[src/rtl/uart_peek_sweeper.sv]
// Sweeps addr_lo..addr_hi by step and sends one UART frame {id,addr}, LSB byte first, per address.
// First start bit on tx the cycle after an accepted start; start is ignored while busy and abort lands at a frame boundary.
module uart_peek_sweeper #(
  parameter int CLK_DIV    = 434,
  parameter int ID_W       = 8,
  parameter int ADDR_W     = 32,
  parameter int PARITY_EN  = 0,
  parameter int STOP_BITS  = 1,
  parameter int GAP_CYCLES = 0
) (
  input  logic              clk,
  input  logic              rst_n,
  input  logic              start,
  input  logic              abort,
  input  logic [ID_W-1:0]   id,
  input  logic [ADDR_W-1:0] addr_lo,
  input  logic [ADDR_W-1:0] addr_hi,
  input  logic [ADDR_W-1:0] step,
  output logic              tx,
  output logic              bit_tick,
  output logic              busy,
  output logic              done,
  output logic [15:0]       frame_cnt
);

  localparam int FW = ID_W + ADDR_W;
  localparam int NB = FW / 8;
  localparam int CW = $clog2(CLK_DIV);
  localparam int BW = (NB > 1) ? $clog2(NB) : 1;
  localparam int GW = (GAP_CYCLES > 1) ? $clog2(GAP_CYCLES) : 1;
  localparam logic [CW-1:0] DIV_LAST  = CW'(CLK_DIV - 1);
  localparam logic [BW-1:0] BYTE_LAST = BW'(NB - 1);
  localparam logic [GW-1:0] GAP_LAST  = GW'((GAP_CYCLES > 0) ? GAP_CYCLES - 1 : 0);
  localparam logic          STOP_LAST = (STOP_BITS == 2);

  typedef enum logic [2:0] {IDLE, START, DATA, PARITY, STOP, GAP} state_t;
  state_t state, state_nxt;

  logic [CW-1:0]     div_cnt;
  logic [2:0]        bit_idx;
  logic              stop_idx;
  logic [BW-1:0]     byte_idx;
  logic [GW-1:0]     gap_cnt;
  logic [ID_W-1:0]   id_q;
  logic [ADDR_W-1:0] addr_q, hi_q, step_q;
  logic [FW-1:0]     frame_sh;
  logic [7:0]        byte_q;
  logic              abort_q, empty_q;

  logic              accept, bit_end, byte_end, frame_end, sweep_end;
  logic [ADDR_W:0]   nxt;
  logic [FW-1:0]     first_frame, next_frame;

  assign accept      = (state == IDLE) && start && !busy;
  assign bit_end     = (div_cnt == DIV_LAST);
  assign byte_end    = (state == STOP) && bit_end && (stop_idx == STOP_LAST);
  assign frame_end   = byte_end && (byte_idx == BYTE_LAST);
  // One extra bit so a carry out of ADDR_W compares as larger than any addr_hi.
  assign nxt         = {1'b0, addr_q} + {1'b0, step_q};
  assign sweep_end   = (nxt > {1'b0, hi_q}) || (step_q == '0) || abort_q || (busy && abort);
  assign first_frame = {id, addr_lo};
  assign next_frame  = {id_q, nxt[ADDR_W-1:0]};

  always_ff @(posedge clk or negedge rst_n) begin
    if (!rst_n) state <= IDLE;
    else        state <= state_nxt;
  end

  always_comb begin
    state_nxt = state;
    tx        = 1'b1;
    bit_tick  = 1'b0;
    case (state)
      IDLE:   if (accept && (addr_lo <= addr_hi)) state_nxt = START;
      START: begin
        tx = 1'b0;
        if (bit_end) state_nxt = DATA;
      end
      DATA: begin
        tx = byte_q[bit_idx];
        if (bit_end && (bit_idx == 3'd7)) state_nxt = (PARITY_EN != 0) ? PARITY : STOP;
      end
      PARITY: begin
        tx = ^byte_q;
        if (bit_end) state_nxt = STOP;
      end
      STOP: begin
        if (byte_end) begin
          if (!frame_end)          state_nxt = START;
          else if (sweep_end)      state_nxt = IDLE;
          else if (GAP_CYCLES > 0) state_nxt = GAP;
          else                     state_nxt = START;
        end
      end
      GAP:     if (gap_cnt == GAP_LAST) state_nxt = START;
      default: state_nxt = IDLE;
    endcase
    if ((state inside {START, DATA, PARITY, STOP}) && (div_cnt == '0)) bit_tick = 1'b1;
  end

  always_ff @(posedge clk or negedge rst_n) begin
    if (!rst_n) begin
      div_cnt   <= '0;
      bit_idx   <= '0;
      stop_idx  <= 1'b0;
      byte_idx  <= '0;
      gap_cnt   <= '0;
      id_q      <= '0;
      addr_q    <= '0;
      hi_q      <= '0;
      step_q    <= '0;
      frame_sh  <= '0;
      byte_q    <= '0;
      abort_q   <= 1'b0;
      empty_q   <= 1'b0;
      busy      <= 1'b0;
      done      <= 1'b0;
      frame_cnt <= '0;
    end else begin
      done <= 1'b0;
      if (busy && abort) abort_q <= 1'b1;
      // Empty range: busy for one cycle, then done.
      if (empty_q) begin
        empty_q <= 1'b0;
        busy    <= 1'b0;
        done    <= 1'b1;
      end
      if (accept) begin
        id_q      <= id;
        addr_q    <= addr_lo;
        hi_q      <= addr_hi;
        step_q    <= step;
        frame_cnt <= '0;
        abort_q   <= 1'b0;
        busy      <= 1'b1;
        div_cnt   <= '0;
        bit_idx   <= '0;
        stop_idx  <= 1'b0;
        byte_idx  <= '0;
        gap_cnt   <= '0;
        byte_q    <= first_frame[7:0];
        frame_sh  <= first_frame >> 8;
        empty_q   <= (addr_lo > addr_hi);
      end
      if (state inside {START, DATA, PARITY, STOP}) div_cnt <= bit_end ? '0 : div_cnt + 1'b1;
      if ((state == DATA) && bit_end) bit_idx <= bit_idx + 3'd1;
      if ((state == STOP) && bit_end) stop_idx <= !byte_end;
      if (byte_end) begin
        if (!frame_end) begin
          byte_idx <= byte_idx + 1'b1;
          byte_q   <= frame_sh[7:0];
          frame_sh <= frame_sh >> 8;
        end else begin
          byte_idx <= '0;
          if (frame_cnt != 16'hFFFF) frame_cnt <= frame_cnt + 16'd1;
          if (sweep_end) begin
            busy <= 1'b0;
            done <= 1'b1;
          end else begin
            addr_q   <= nxt[ADDR_W-1:0];
            byte_q   <= next_frame[7:0];
            frame_sh <= next_frame >> 8;
          end
        end
      end
      if (state == GAP) gap_cnt <= (gap_cnt == GAP_LAST) ? '0 : gap_cnt + 1'b1;
    end
  end

endmodule

[config.mk]
export PLATFORM = sky130hd
export DESIGN_NAME = uart_peek_sweeper
export DESIGN_NICKNAME = d
export VERILOG_FILES = /design/src/rtl/uart_peek_sweeper.sv
export SDC_FILE = /design/constraint.sdc
export NUM_CORES = 1
export LEC_CHECK = 0
export CAP_MARGIN = 10
export CORE_ASPECT_RATIO = 0.8
export CORE_MARGIN = 3
export CORE_UTILIZATION = 58
export CTS_BUF_LIST = sky130_fd_sc_hd__clkbuf_16
export DETAILED_ROUTE_END_ITERATION = 12
export GPL_ROUTABILITY_DRIVEN = 0
export PLACE_DENSITY = 0.82
export SYNTH_ARGS = -nofsm -noshare
export SYNTH_HDL_FRONTEND = slang
export SYNTH_SLANG_ARGS = --single-unit
[constraint.sdc]
create_clock -name clk -period 6 [get_ports clk]
set_input_delay 0.9 -clock clk [delete_from_list [all_inputs] [get_ports clk]]
set_output_delay 0.9 -clock clk [all_outputs]
set_load 0.005 [all_outputs]
==> results_dict.tcl <==
set metrics [dict create \
    cts_root_buf "clkbuf_16" \
    drt-vias-per-instance 6.19 \
    cts_tree "done" \
    p_seq_share_pct 49.3 \
    status "finished, final reports clean" \
    dp_hpwl_um 24100 \
    yosysTopAreaCell "dfrtp_1" \
    cap_violations 0 \
    period_needed_ns 5.68 \
    p_switching_uw 643 \
    avgSynthCellArea_um2 8.61 \
    tightestPinTransition_ns 1.31 \
    path_depth 18 \
    ir_drop_mv 0.198 \
    yosys-top-cells-count "nand2_1 (263), dfrtp_1 (191), a21oi_1 (126), ha_1 (104), o21ai_0 (94)" \
    syn_inst 1363 \
    cts_buffers 17 \
    die_w_um 165 \
    ys_async_sr_fraction_pct 100 \
    layout-drive-gt1-share_pct 5.10 \
    grtUsageTotal_pct 30.3 \
    fmax_ghz 0.176 \
    yosys_warnings 0 \
    synth_cell_types 69 \
    synth.mux.area_fraction_pct 1.15 \
    final-hold-violation-count 0 \
    synthSimpleGateAreaFrac_pct 20.5 \
    drc_errors 0 \
    setup_violations 0 \
    synthAdderAreaFrac_pct 11.3 \
    io_buffers 127 \
    synth-main-ff-cell "dfrtp_1" \
    grt_pass1_wl_um 53000 \
    p_sw_share_pct 24.6 \
    drt_iter0_markers 1190 \
    area_growth_pct 17.1 \
    start_util_pct 60.4 \
    fillerInstances 1480 \
    vias 10700 \
    reg2regPathDepth 18 \
    finalCritPeriodShare_pct 94.7 \
    ys_ff_latch 191 \
    cts_resized 0 \
    path_cells "ha_1 -> a21oi_1 -> o21ai_0 -> o21ai_0 -> o21bai_1 -> nand3_1 -> nand2_1 -> a21oi_1 -> xor2_1 -> inv_1 -> ha_1 -> nand4_1 -> nor4_1 -> a31oi_1 -> a211oi_1 -> nand2_1 -> or3_4 -> o221a_2" \
    die-area_um2 22000 \
    hold_depth 2 \
    powerDensity_nw_per_um2 190 \
    finalMaxSlewViolations 0 \
    fin_nets 1671 \
    syn-cell-area_um2 11700 \
    synth.most_common_cell "nand2_1" \
    crit_fanout 84 \
    critPathKind "reg2reg" \
    arrival_ns 6.02 \
    synth_nets 1576 \
    intPower_mw 1.97 \
    overflow 0 \
    wl_um 33500 \
    synth_top_cell_area_share_pct 40.7 \
    hold_buffers 0 \
    critPathLaunch "step_q[16]" \
    finClkSkew_ns 0.0125 \
    comb_power_share_pct 6.1 \
    antenna_left 0 \
    p_leak_nw 7.15 \
    grt_max_degree 96 \
    cts.clk_slew.worst_paths_ns 0.08 \
    critPathTopFamily "compound AO/OA/AOI/OAI gates" \
    fin_cells 1729 \
    synth-seq-area-share_pct 40.7 \
    synthXorXnorAreaFrac_pct 2.99 \
    cp-start-kind "flip-flop" \
    synthTopCellsByArea "dfrtp_1 (41%), ha_1 (11%), nand2_1 (8.4%)" \
    io_pins 128 \
    crit_slowest_cell "or3_4" \
    clock_path_buffers 2 \
    critPathRequiredTime_ns 6.34 \
    first_global_vias 10100 \
    final_util_pct 70.7 \
    holdCritPathClass "reg2reg" \
    end_kind "flip-flop" \
    cts_sinks 191 \
    synth_top_family_by_area "simple AND/OR/NAND/NOR gates" \
    rows 45 \
    max_stage_delay_ns 0.69 \
    antenna_found_initial 0 \
    synth-edff-count 0 \
    setup_tns_ns 0 \
    grt_setup_unrepaired "no" \
    h-tree-depth 4 \
    timing.hold.ws_ns 0.485 \
    reg2reg_from "step_q[16]" \
    die_h_um 133 \
    crit_buf_inv 1 \
    clkPwrFrac_pct 44.6 \
    synth_compound_area_share_pct 18.5 \
    n_antenna_cell 0 \
    firstDrtPassIters 8 \
    cts_setup_buffers 0 \
    maxSlewHeadroom_pct 12.8 \
    fp.coreArea_um2 19400 \
    hold_path_startpoint "id_q[5]" \
    dp_cells 1697 \
    routedWlPerCell_um 19.4 \
    clk_latency_ns 0.45 \
]
stage by stage:
step	instance area, µm²	power, mW	worst slack [ns]
6_report	13700	2.61	0.316
5_1_grt	13700	2.68	0.00539
4_1_cts	13700	2.61	0.577
3_5_place_dp	13100	1.47	0.625
3_3_place_gp	13100	1.47	0.776
2_1_floorplan	11700	1.35	1.66
power groups by stage:
stage               sequential (mW)  combinational [mW]  clock, mW
floorplan                      1.31              0.0381          0
global placement               1.31               0.158          0
detailed placement             1.31               0.160          0
CTS                            1.29               0.161       1.17
global route                   1.29               0.177       1.22
finish                         1.29               0.160       1.16
cell type report:
type                       count  area (µm²)  area share (%)
multi-input combinational   1030        6390            46.5
sequential                   191        4780            34.8
timing repair buffer         135        1340            9.72
clock buffer                  17         425            3.10
tap                          258         323            2.35
inverter                      83         312            2.27
clock inverter                15         171            1.25
cells in the final DEF, fill, tap and decap left out, types with 4 or more instances in the layout:
master,instances
a211oi_1,11
a21o_1,18
a21oi_1,126
a31oi_1,17
and3_1,55
buf_4,8
clkbuf_16,17
clkdlybuf4s50_1,126
dfrtp_1,191
ha_1,104
inv_1,83
inv_6,5
mux2i_1,9
nand2_1,262
nand2b_1,4
nand3_1,35
nand4_1,22
nor2_1,74
nor2b_1,9
nor3_1,18
nor4_1,15
o211ai_1,8
o21a_1,5
o21ai_0,94
o21ai_1,4
o21bai_1,4
o221a_2,8
o22ai_1,19
o31ai_1,7
xnor2_1,19
xor2_1,21
state kept, by name (all words and copies together), names as in the netlist:
signal     flops
frame_sh      40
div_cnt        9
id_q           8
hi_q          32
done           1
busy           1
step_q        32
stop_idx       1
abort_q        1
state          3
byte_idx       3
byte_q         8
addr_q        32
frame_cnt     16
bit_idx        3
empty_q        1
worst paths after layout:
check,slack (ns),endpoint
setup / recovery,0.32,frame_sh[27]
hold / removal,0.49,id_q[5]
setup reg to reg,0.32,frame_sh[27]
hold reg to reg,0.49,id_q[5]
max in group asynchronous,4.25,byte_idx[1]
min in group asynchronous,0.50,hi_q[11]
worst reg2reg max path: stages, from the launching register on:
cell      delay (ns)
dfrtp_1         0.46
ha_1            0.46
a21oi_1         0.12
o21ai_0         0.62
o21ai_0         0.27
o21bai_1        0.27
nand3_1         0.13
nand2_1         0.15
a21oi_1         0.10
xor2_1          0.27
inv_1           0.08
ha_1            0.29
nand4_1         0.20
nor4_1          0.35
a31oi_1         0.14
a211oi_1        0.30
nand2_1         0.16
or3_4           0.69
o221a_2         0.51
per-layer routing:
| metal | vias up | global-route usage [%] | part of all wire, % |
|---|---|---|---|
| li1 | 5005 | - | - |
| met1 | 5102 | 44.4 | 44 |
| met2 | 525 | 45.3 | 44 |
| met3 | 73 | 6.40 | 9.3 |
| met4 | 0 | 8.94 | 3.0 |
| met5 | - | 0 | 0 |
kinds of logic (layout without fill, tap and decap cells):
family / Yosys count / count (layout)
flip-flops: 191 / 191
XOR/XNOR: 40 / 40
adder cells (fa/ha/maj): 105 / 105
buffers and inverters: 142 / 250
AND/OR/NAND/NOR: 519 / 519
multiplexers: 11 / 11
AO/OA/AOI/OAI: 355 / 355
No activity file was read; power rests on OpenSTA's default activity.
